## src/rtl/udp_stream_framer_pkg.sv

```systemverilog
// ---------------------------------------------------------------------------
// udp_stream_framer_pkg
// Shared definitions for the UDP transmit framing path:
//   - state_e        : framer FSM state encoding
//   - MAGIC_DEFAULT  : first byte of every packet header
//   - HDR_LEN        : header length in bytes (magic, fifo index, seq hi, seq lo)
//   - STAT_*         : bit layout of the 96-bit tx status word
//   - pack_status()  : assembles a status word from its fields
// ---------------------------------------------------------------------------
package udp_stream_framer_pkg;

    typedef enum logic [2:0] {
        ST_IDLE  = 3'd0,
        ST_HDR   = 3'd1,
        ST_REQ   = 3'd2,
        ST_RD    = 3'd3,
        ST_BYTES = 3'd4,
        ST_STAT  = 3'd5
    } state_e;

    localparam logic [7:0] MAGIC_DEFAULT = 8'hA5;
    localparam int         HDR_LEN       = 4;

    // Status word: {MAC[95:48], IP[47:16], LEN[15:0]}
    localparam int STAT_W       = 96;
    localparam int STAT_MAC_LSB = 48;
    localparam int STAT_MAC_W   = 48;
    localparam int STAT_IP_LSB  = 16;
    localparam int STAT_IP_W    = 32;
    localparam int STAT_LEN_LSB = 0;
    localparam int STAT_LEN_W   = 16;

    function automatic logic [STAT_W-1:0] pack_status(
        input logic [STAT_MAC_W-1:0] mac,
        input logic [STAT_IP_W-1:0]  ip,
        input logic [STAT_LEN_W-1:0] len
    );
        logic [STAT_W-1:0] word;
        word = '0;
        word[STAT_MAC_LSB +: STAT_MAC_W] = mac;
        word[STAT_IP_LSB  +: STAT_IP_W]  = ip;
        word[STAT_LEN_LSB +: STAT_LEN_W] = len;
        return word;
    endfunction

endpackage

```

## src/rtl/udp_stream_framer_rr_fifo_select.sv

```systemverilog
// ---------------------------------------------------------------------------
// rr_fifo_select
// Combinational round-robin search over a bundle of FIFO empty flags.
// Returns the lowest-indexed non-empty FIFO at or above rr_ptr_i; if none
// exists above the pointer, the search wraps and returns the lowest-indexed
// non-empty FIFO overall.
// Ports:
//   rdempty_i   in  N_FIFOS  per-FIFO empty flags
//   rr_ptr_i    in  SEL_W    round-robin start position
//   sel_o       out SEL_W    selected FIFO index (valid when any_ready_o)
//   any_ready_o out 1        at least one FIFO is non-empty
// ---------------------------------------------------------------------------
module rr_fifo_select #(
    parameter int N_FIFOS = 7,
    parameter int SEL_W   = 3
) (
    input  logic [N_FIFOS-1:0] rdempty_i,
    input  logic [SEL_W-1:0]   rr_ptr_i,
    output logic [SEL_W-1:0]   sel_o,
    output logic               any_ready_o
);

    logic [N_FIFOS-1:0] ready;
    logic [N_FIFOS-1:0] upper;   // ready and at/after the pointer
    logic [SEL_W-1:0]   sel_upper;
    logic [SEL_W-1:0]   sel_any;

    generate
        for (genvar gi = 0; gi < N_FIFOS; gi++) begin : g_cand
            assign ready[gi] = ~rdempty_i[gi];
            assign upper[gi] = ready[gi] & (SEL_W'(gi) >= rr_ptr_i);
        end
    endgenerate

    // Scanning from the top down lets the lowest qualifying index win.
    always_comb begin
        sel_upper = '0;
        sel_any   = '0;
        for (int k = N_FIFOS - 1; k >= 0; k--) begin
            if (upper[k]) sel_upper = SEL_W'(k);
            if (ready[k]) sel_any   = SEL_W'(k);
        end
        any_ready_o = |ready;
        sel_o       = (|upper) ? sel_upper : sel_any;
    end

endmodule

```

## src/rtl/udp_stream_framer.sv

```systemverilog
// ---------------------------------------------------------------------------
// udp_stream_framer
// Transmit framing stage for UDP port 2. Drains the sample FIFOs in
// round-robin order and serialises one burst per packet onto the 8-bit eth
// tx data FIFO, followed by one 96-bit status word.
// Packet: MAGIC, fifo index, seq[15:8], seq[7:0], then N words MSB byte first.
// Ports:
//   clk, reset_n                 clock, asynchronous active-low reset
//   stream_enable, dest_valid    packet start permission
//   destination_mac/ip           copied into the status word at packet start
//   rdreq_fifo/rddata_fifo/rdempty_fifo  sample FIFO bundle (normal read mode)
//   tx_fifo_data/_write/_full    payload byte stream
//   tx_fifo_status/_write/_full  {mac, ip, length} per packet
//   packet_count                 sequence number of the next packet
//   busy                         framer not idle
// ---------------------------------------------------------------------------
module udp_stream_framer
    import udp_stream_framer_pkg::*;
#(
    parameter int         FIFO_LENGTH      = 16,
    parameter int         nOfFifos         = 7,
    parameter int         WORDS_PER_PACKET = 64,
    parameter int         FLUSH_TIMEOUT    = 125000,
    parameter logic [7:0] MAGIC            = MAGIC_DEFAULT
) (
    input  logic                            clk,
    input  logic                            reset_n,
    input  logic                            stream_enable,
    input  logic                            dest_valid,
    input  logic [47:0]                     destination_mac,
    input  logic [31:0]                     destination_ip,
    output logic [nOfFifos-1:0]             rdreq_fifo,
    input  logic [nOfFifos*FIFO_LENGTH-1:0] rddata_fifo,
    input  logic [nOfFifos-1:0]             rdempty_fifo,
    output logic [7:0]                      tx_fifo_data,
    output logic                            tx_fifo_data_write,
    input  logic                            tx_fifo_data_full,
    output logic [95:0]                     tx_fifo_status,
    output logic                            tx_fifo_status_write,
    input  logic                            tx_fifo_status_full,
    output logic [15:0]                     packet_count,
    output logic                            busy
);

    localparam int SEL_W  = (nOfFifos > 1) ? $clog2(nOfFifos) : 1;
    localparam int BPW    = FIFO_LENGTH / 8;
    localparam int BIDX_W = (BPW > 1) ? $clog2(BPW) : 1;
    localparam int TO_W   = (FLUSH_TIMEOUT > 0) ? $clog2(FLUSH_TIMEOUT + 1) : 1;

    state_e                 state_q,    state_d;
    logic [SEL_W-1:0]       sel_q,      sel_d;
    logic [SEL_W-1:0]       rr_ptr_q,   rr_ptr_d;
    logic [47:0]            mac_q,      mac_d;
    logic [31:0]            ip_q,       ip_d;
    logic [1:0]             hdr_idx_q,  hdr_idx_d;
    logic [FIFO_LENGTH-1:0] word_q,     word_d;
    logic [BIDX_W-1:0]      byte_idx_q, byte_idx_d;
    logic [7:0]             count_q,    count_d;
    logic [TO_W-1:0]        timeout_q,  timeout_d;
    logic [15:0]            seq_q,      seq_d;

    logic                   rd_strobe;
    logic [SEL_W-1:0]       sel_next;
    logic                   any_ready;
    logic [7:0]             hdr_byte;
    logic [15:0]            pkt_len;
    logic [FIFO_LENGTH-1:0] fifo_word [nOfFifos];

    rr_fifo_select #(
        .N_FIFOS (nOfFifos),
        .SEL_W   (SEL_W)
    ) u_rr_fifo_select (
        .rdempty_i   (rdempty_fifo),
        .rr_ptr_i    (rr_ptr_q),
        .sel_o       (sel_next),
        .any_ready_o (any_ready)
    );

    generate
        for (genvar gi = 0; gi < nOfFifos; gi++) begin : g_fifo
            assign fifo_word[gi]  = rddata_fifo[gi*FIFO_LENGTH +: FIFO_LENGTH];
            assign rdreq_fifo[gi] = rd_strobe & (sel_q == SEL_W'(gi));
        end
    endgenerate

    always_comb begin
        hdr_byte = MAGIC;
        case (hdr_idx_q)
            2'd0:    hdr_byte = MAGIC;
            2'd1:    hdr_byte = 8'(sel_q);
            2'd2:    hdr_byte = seq_q[15:8];
            default: hdr_byte = seq_q[7:0];
        endcase
    end

    assign pkt_len      = 16'(HDR_LEN) + 16'(count_q) * 16'(BPW);
    assign packet_count = seq_q;
    assign busy         = (state_q != ST_IDLE);

    always_comb begin
        state_d              = state_q;
        sel_d                = sel_q;
        rr_ptr_d             = rr_ptr_q;
        mac_d                = mac_q;
        ip_d                 = ip_q;
        hdr_idx_d            = hdr_idx_q;
        word_d               = word_q;
        byte_idx_d           = byte_idx_q;
        count_d              = count_q;
        timeout_d            = timeout_q;
        seq_d                = seq_q;
        rd_strobe            = 1'b0;
        tx_fifo_data         = '0;
        tx_fifo_data_write   = 1'b0;
        tx_fifo_status       = '0;
        tx_fifo_status_write = 1'b0;

        case (state_q)
            ST_IDLE: begin
                if (stream_enable && dest_valid && !tx_fifo_status_full && any_ready) begin
                    sel_d     = sel_next;
                    mac_d     = destination_mac;
                    ip_d      = destination_ip;
                    hdr_idx_d = '0;
                    state_d   = ST_HDR;
                end
            end

            ST_HDR: begin
                if (!tx_fifo_data_full) begin
                    tx_fifo_data       = hdr_byte;
                    tx_fifo_data_write = 1'b1;
                    hdr_idx_d          = hdr_idx_q + 2'd1;
                    if (hdr_idx_q == 2'd3) begin
                        count_d   = '0;
                        timeout_d = '0;
                        state_d   = ST_REQ;
                    end
                end
            end

            ST_REQ: begin
                if (!rdempty_fifo[sel_q]) begin
                    // Hold off the fetch while the sink is full so no word
                    // sits captured while bytes cannot drain.
                    if (!tx_fifo_data_full) begin
                        rd_strobe = 1'b1;
                        timeout_d = '0;
                        state_d   = ST_RD;
                    end
                end else if ((count_q == 8'd0) || (timeout_q == TO_W'(FLUSH_TIMEOUT))
                             || !stream_enable) begin
                    state_d = ST_STAT;
                end else begin
                    timeout_d = timeout_q + TO_W'(1);
                end
            end

            ST_RD: begin
                word_d     = fifo_word[sel_q];
                byte_idx_d = '0;
                state_d    = ST_BYTES;
            end

            ST_BYTES: begin
                if (!tx_fifo_data_full) begin
                    // The word is shifted left after each byte so the next
                    // byte to send is always the top one.
                    tx_fifo_data       = word_q[FIFO_LENGTH-1 -: 8];
                    tx_fifo_data_write = 1'b1;
                    word_d             = word_q << 8;
                    byte_idx_d         = byte_idx_q + BIDX_W'(1);
                    if (byte_idx_q == BIDX_W'(BPW - 1)) begin
                        count_d = count_q + 8'd1;
                        if ((count_q + 8'd1) == 8'(WORDS_PER_PACKET)) begin
                            state_d = ST_STAT;
                        end else begin
                            state_d = ST_REQ;
                        end
                    end
                end
            end

            ST_STAT: begin
                tx_fifo_status = pack_status(mac_q, ip_q, pkt_len);
                if (!tx_fifo_status_full) begin
                    tx_fifo_status_write = 1'b1;
                    seq_d                = seq_q + 16'd1;
                    rr_ptr_d             = (sel_q == SEL_W'(nOfFifos - 1)) ? '0 : sel_q + SEL_W'(1);
                    state_d              = ST_IDLE;
                end
            end

            default: state_d = ST_IDLE;
        endcase
    end

    always_ff @(posedge clk or negedge reset_n) begin
        if (!reset_n) begin
            state_q    <= ST_IDLE;
            sel_q      <= '0;
            rr_ptr_q   <= '0;
            mac_q      <= '0;
            ip_q       <= '0;
            hdr_idx_q  <= '0;
            word_q     <= '0;
            byte_idx_q <= '0;
            count_q    <= '0;
            timeout_q  <= '0;
            seq_q      <= '0;
        end else begin
            state_q    <= state_d;
            sel_q      <= sel_d;
            rr_ptr_q   <= rr_ptr_d;
            mac_q      <= mac_d;
            ip_q       <= ip_d;
            hdr_idx_q  <= hdr_idx_d;
            word_q     <= word_d;
            byte_idx_q <= byte_idx_d;
            count_q    <= count_d;
            timeout_q  <= timeout_d;
            seq_q      <= seq_d;
        end
    end

endmodule

```

## config.mk

```make
export PLATFORM = sky130hd
export DESIGN_NAME = udp_stream_framer
export DESIGN_NICKNAME = d
export VERILOG_FILES = /design/src/rtl/udp_stream_framer_pkg.sv /design/src/rtl/udp_stream_framer_rr_fifo_select.sv /design/src/rtl/udp_stream_framer.sv
export SDC_FILE = /design/constraint.sdc
export NUM_CORES = 1
export LEC_CHECK = 0
export BUFFER_PORTS_ARGS = -buffer_cell sky130_fd_sc_hd__clkbuf_2
export CAP_MARGIN = 20
export CORE_MARGIN = 1.5
export CORE_UTILIZATION = 50
export DETAILED_ROUTE_END_ITERATION = 10
export GPL_TIMING_DRIVEN = 0
export PLACE_DENSITY_LB_ADDON = 0.05
export SLEW_MARGIN = 25
export SYNTH_ARGS = -nofsm -noshare
export SYNTH_HDL_FRONTEND = slang
export SYNTH_SLANG_ARGS = --single-unit
export TNS_END_PERCENT = 30
```

## constraint.sdc

```tcl
create_clock -name clk -period 3.06 [get_ports clk]
set_clock_uncertainty 0.2 [all_clocks]
set_input_delay 0.459 -clock clk [delete_from_list [all_inputs] [get_ports clk]]
set_output_delay 0.459 -clock clk [all_outputs]
set_load 0.02 [all_outputs]
```

# Yosys cells after proc, flatten, opt, wreduce, memory -nomap -nowiden
# Cells that the tools add are included.
# Widths: inputs -> output; s select.
[totals]
output_inout_bits = 130
reg_bits = 149
[classes]
n_bitwise = 23
addsub = 7
muxes = 61
n_lt_le_gt_ge = 9
eq_ne = 25
reduce_logical = 26
[op_table]
columns = ["cell", "count"]
rows = [
  ["$mux 96", 1],
  ["$mux 17", 5],
  ["$mux 3", 26],
  ["$bmux 16 s3", 1],
  ["$mux 16", 3],
  ["$mux 8", 6],
  ["$pmux 17 s2", 1],
  ["$pmux 16 s2", 1],
  ["$pmux 8 s2", 2],
  ["$pmux 8 s3", 1],
  ["$pmux 3 s6", 1],
  ["$add 17x1->17 const B", 1],
  ["$eq 17x17->1 const B", 1],
  ["$add 16x1->16 const B", 1],
  ["$eq 3x3->1 const B", 5],
  ["$and 1x1->1", 14],
  ["$reduce_or 7->1", 2],
  ["$eq 3x2->1 const B", 4],
  ["$ne 2x2->1 const B", 6],
  ["$add 3x9->10 const A", 1],
  ["$reduce_and 5->1", 2],
  ["$ge 3x3->1 const A", 3],
  ["$ne 3x3->1 const B", 3],
  ["$add 8x1->8 const B", 1],
  ["other kinds (30)", 59],
]

# Depth between registers and ports, before layout
[depth]
ltp_word = 10
ltp_mapped = 9
ltp_nobuf = 7

# By module
# A second synthesis with hierarchy kept.
[unflattened]
cells_unflattened = 876
hier_area_um2 = 8795.9
[by_module_without_submodules]
columns = ["mod", "instances", "cells_each", "seq_area_each_um2", "area_per_inst_um2"]
rows = [
  ["udp_stream_framer", 1, 838, 3728.6, 8538.2],
  ["rr_fifo_select", 1, 38, 0.0, 257.7],
]

# Worst setup path after synthesis
# OpenSTA, ideal clock, no wires.
[synth_path]
kind = "register to output"
from = "reg sel_q[1]"
to = "out tx_fifo_data[1]"
stages_incl_launch_ff = 8
required_ps = 2401
n_path_buf = 3
arrival_ps = 1902
setup_slack_ps = 499
cell_sequence = "dfrtp_1 > buf_6 > clkbuf_1 > clkbuf_1 > a22oi_1 > nor2_1 > a21oi_1 > o21ai_0"
[synth_between]
elab_chain_cells = 3
[synth_lines]
columns = ["element", "line_no", "rtl"]
rows = [
  ["from (decl)", "udp_stream_framer.sv:51", "logic [SEL_W-1:0] sel_q, sel_d;"],
  ["from (signal assigned)", "udp_stream_framer.sv:213", "sel_q <= sel_d;"],
  ["$pmux 8 s3", "udp_stream_framer.sv:88", "case (hdr_idx_q)"],
  ["$mux 8", "udp_stream_framer.sv:130", "if (!tx_fifo_data_full) begin"],
  ["$pmux 8 s2", "udp_stream_framer.sv:118", "case (state_q)"],
  ["to (decl)", "udp_stream_framer.sv:35", "output logic [7:0] tx_fifo_data,"],
]
# Every way passes these cells.

# Worst setup path after layout
[layout_path]
from = "reg sel_q[2]"
to = "out rdreq_fifo[3]"
[layout_between]
elab_chain_cells = 5
word_cells_on_any_way = 6
classes_between = "1 x eq/ne; 4 x mux; 1 x bitwise"
[layout_lines]
columns = ["element", "line_no", "rtl"]
rows = [
  ["$bmux 1 s3", "udp_stream_framer.sv:143", "if (!rdempty_fifo[sel_q]) begin"],
  ["$mux 1 (implied by the code)", "udp_stream_framer.sv:143", ""],
  ["$mux 1", "udp_stream_framer.sv:143", ""],
  ["$mux 1", "udp_stream_framer.sv:118", ""],
  ["$and 1x1->1 *", "udp_stream_framer.sv:82", "assign rdreq_fifo[gi] = rd_strobe & (sel_q == SEL_W'(gi));"],
  ["to (decl)", "udp_stream_framer.sv:32", "output logic [nOfFifos-1:0] rdreq_fifo,"],
]
# Every way passes the cells marked *; elsewhere a longest branch is shown, timed or not. The select of a mux whose other input is x is not followed.

==> metrics <==
cells after synthesis=861; row count=48; mapped cell area=8712 µm²; Max Fanout on Critical Path=10; switching power=3.265 mW; full die area=18230 µm²; port bufs=326; CTS tree=built; global-route wire length before repair=41.37 mm; post-synth top area share=0.4280; Pint=5.467 mW; Placer Congestion=0.9718; Post-Route WL=26.28 mm; Top FF cell, synth=dfrtp_1; First-pass DRT Iterations=4; Data arrival, critical path=2360 ps; vias in the first global route=7803; Horiz. Die Dim=135 µm; CTS root buffer=clkbuf_16; Clk network pwr share=0.232; crit start category=flop; top cells by area, synth=dfrtp_1, mux2_2, and2_1, mux4_2, o21ai_0; Clock Sinks=149; final hold vios=0; Initial Util=0.5072; Via density=5.550; gr usage total=0.2936; total chip power=8.732 mW; RSZ-0062 raised after global routing=true; final setup violating endpoints=0; setup TNS=0 ps; Skew-Pair Late Insertion Delay=420 ps; fin crit period=3015 ps; Area growth, synth to finish=30.25%; Fmax=0.3316 GHz; critical path class=reg -> out; footprint of the multi-input gates=4706 µm²; fillers=1423; period utilization=0.9854; number of enable flip-flop cells after synthesis=0; sequential power share=0.355; initial antenna violation count=2; Mean Syn Cell Area=10.12 µm²; register area=3730 µm²; CTS max path bufs=2; Vias=8070; fraction of layout cells with a size suffix above 1=0.4283; grt ovf=0; Final Max Tran Viols=0; Hold Path Class=in -> reg; final net count=1432; Data required, critical path=2400 ps; maxcap violations=0; CORE AREA=17180 µm²; Sw Share=0.3739; Final HPWL DP=20.17 mm; H-Tree Depth=4; largest net degree at the start of global routing=77; DRT iter0 DRCs=489; Synth cell types=64; number of synthesis warnings=0; combinational power share=0.412; drt wl/cell=18.07 µm; flops & latches, synth=149; status=completed; peak supply drop=0.4601 mV; cell taking the most area after synthesis=dfrtp_1; commonest non-fill, non-tap cells in the layout=clkbuf_2, dfrtp_1, mux2_2, and2_1, nand2_1; I/O Pins=335; sequential area share after synthesis=0.4280; power per cell area=769.5 nW/µm²; Relative slew margins=0.5113; cts bufs inserted=17; Routed Antenna Nets=0; Setup crit end kind=output pin; Post-synth ARST share=1.000; CTS clk-pin slew, worst paths=70 ps; commonest non-fill, non-tap cell in the layout=clkbuf_2; Remaining DRCs=0; height of the die=135 µm; hold_ws=59.40 ps; Least-Margin Pin Slew=729.0 ps; Leak=5.458 nW
## state kept, by name, summed over array words and instances (netlist names)
register,flops
mac_q,48
rr_ptr_q,3
byte_idx_q,1
sel_q,3
count_q,8
hdr_idx_q,2
packet_count,16
timeout_q,17
ip_q,32
state_q,3
word_q,16
## layout make-up
cell class | count | area share
Timing Repair Buffer | 332 | 0.1505
Inverter | 20 | 0.006947
Antenna cell | 1 | 0.0002205
Tap cell | 225 | 0.02481
Clock buffer | 20 | 0.03936
Sequential cell | 149 | 0.3287
Multi-Input combinational cell | 636 | 0.4147
Buffer | 59 | 0.02426
Clock inverter | 12 | 0.01048
## final timing paths
kind	startpoint	to	slack [ps]	cells after the start
setup / recovery	sel_q[2]$_DFFE_PN0P_	rdreq_fifo[3]	40	6
hold / removal	destination_ip[4]	ip_q[4]$_DFFE_PN0P_	60	2
setup reg to reg	state_q[1]$_DFFE_PN0P_	count_q[6]$_DFFE_PN0P_	280	5
hold reg to reg	word_q[8]$_DFFE_PN0P_	word_q[8]$_DFFE_PN0P_	290	2
max in group asynchronous	reset_n	ip_q[10]$_DFFE_PN0P_	1450	3
min in group asynchronous	reset_n	packet_count[7]$_DFFE_PN0P_	410	2
## power groups by stage
stage	clock [mW]	combinational (mW)	sequential, mW
after floorplan	0	2.57	3.02
after global placement	0	3.45	3.10
after detailed placement	0	3.51	3.12
after CTS	2.06	3.55	3.09
after global routing	2.14	3.92	3.20
final	2.03	3.60	3.10
## worst max-delay path, cell delays in order, from the launching register on
cell        delay [ps]
dfrtp_1            320
clkbuf_1           400
clkinvlp_4         350
clkbuf_1           290
ha_1               250
and2_1             160
clkbuf_2           170
## Yosys cell counts, types with 11 or more instances
master,instances
dfrtp_1,149
mux2_2,102
and2_1,86
nand2_1,64
nor2_1,58
o21ai_0,58
clkbuf_1,33
a21oi_1,30
nand3_1,23
inv_1,18
mux4_2,18
a221oi_1,16
o31ai_1,16
nor3_1,14
xnor2_1,14
ha_1,12
buf_2,11
## routing by layer
layer | vias to the layer above | global-route usage | share of wire
met5 | - | 0 | 0.00057
met4 | 2 | 0.1105 | 0.030
met3 | 52 | 0.09459 | 0.081
met2 | 323 | 0.4536 | 0.46
met1 | 3905 | 0.3866 | 0.43
li1 | 3788 | - | -
## cell families (layout without fill, tap and decap cells)
group,count (synthesis),after routing,share of synthesized area
other,1,8,0.0004304
buffers and inverters,82,443,0.04079
multiplexers,123,123,0.1818
AO/OA/AOI/OAI,165,165,0.1237
adder cells (fa/ha/maj),12,12,0.01723
XOR/XNOR,22,22,0.02212
flip-flops,149,149,0.4280
AND/OR/NAND/NOR,307,307,0.1860
## timing repair
action | in CTS | in global routing
buffers inserted | 1 | 3
endpoints found under the hold margin | 75 | 0
pin swaps | 1 | 2
gates resized for setup | 12 | 13
setup endpoints to repair | 93 | 20
hold buffers | 1 | 0
## stage by stage
| stage | cells | util | cell area (µm²) | worst slack (ps) |
|---|---|---|---|---|
| after floorplan | 867 | - | 8735 | 499.3 |
| after global placement | 1418 | 0.6199 | 10650 | -1385 |
| after detailed placement | 1419 | 0.6220 | 10680 | -70.51 |
| after CTS | 1450 | 0.6571 | 11290 | 2.219 |
| after global routing | 1454 | 0.6606 | 11350 | -77.63 |
| final | 1454 | 0.6606 | 11350 | 44.71 |
Note: power is estimated with default switching activity, not from simulation.
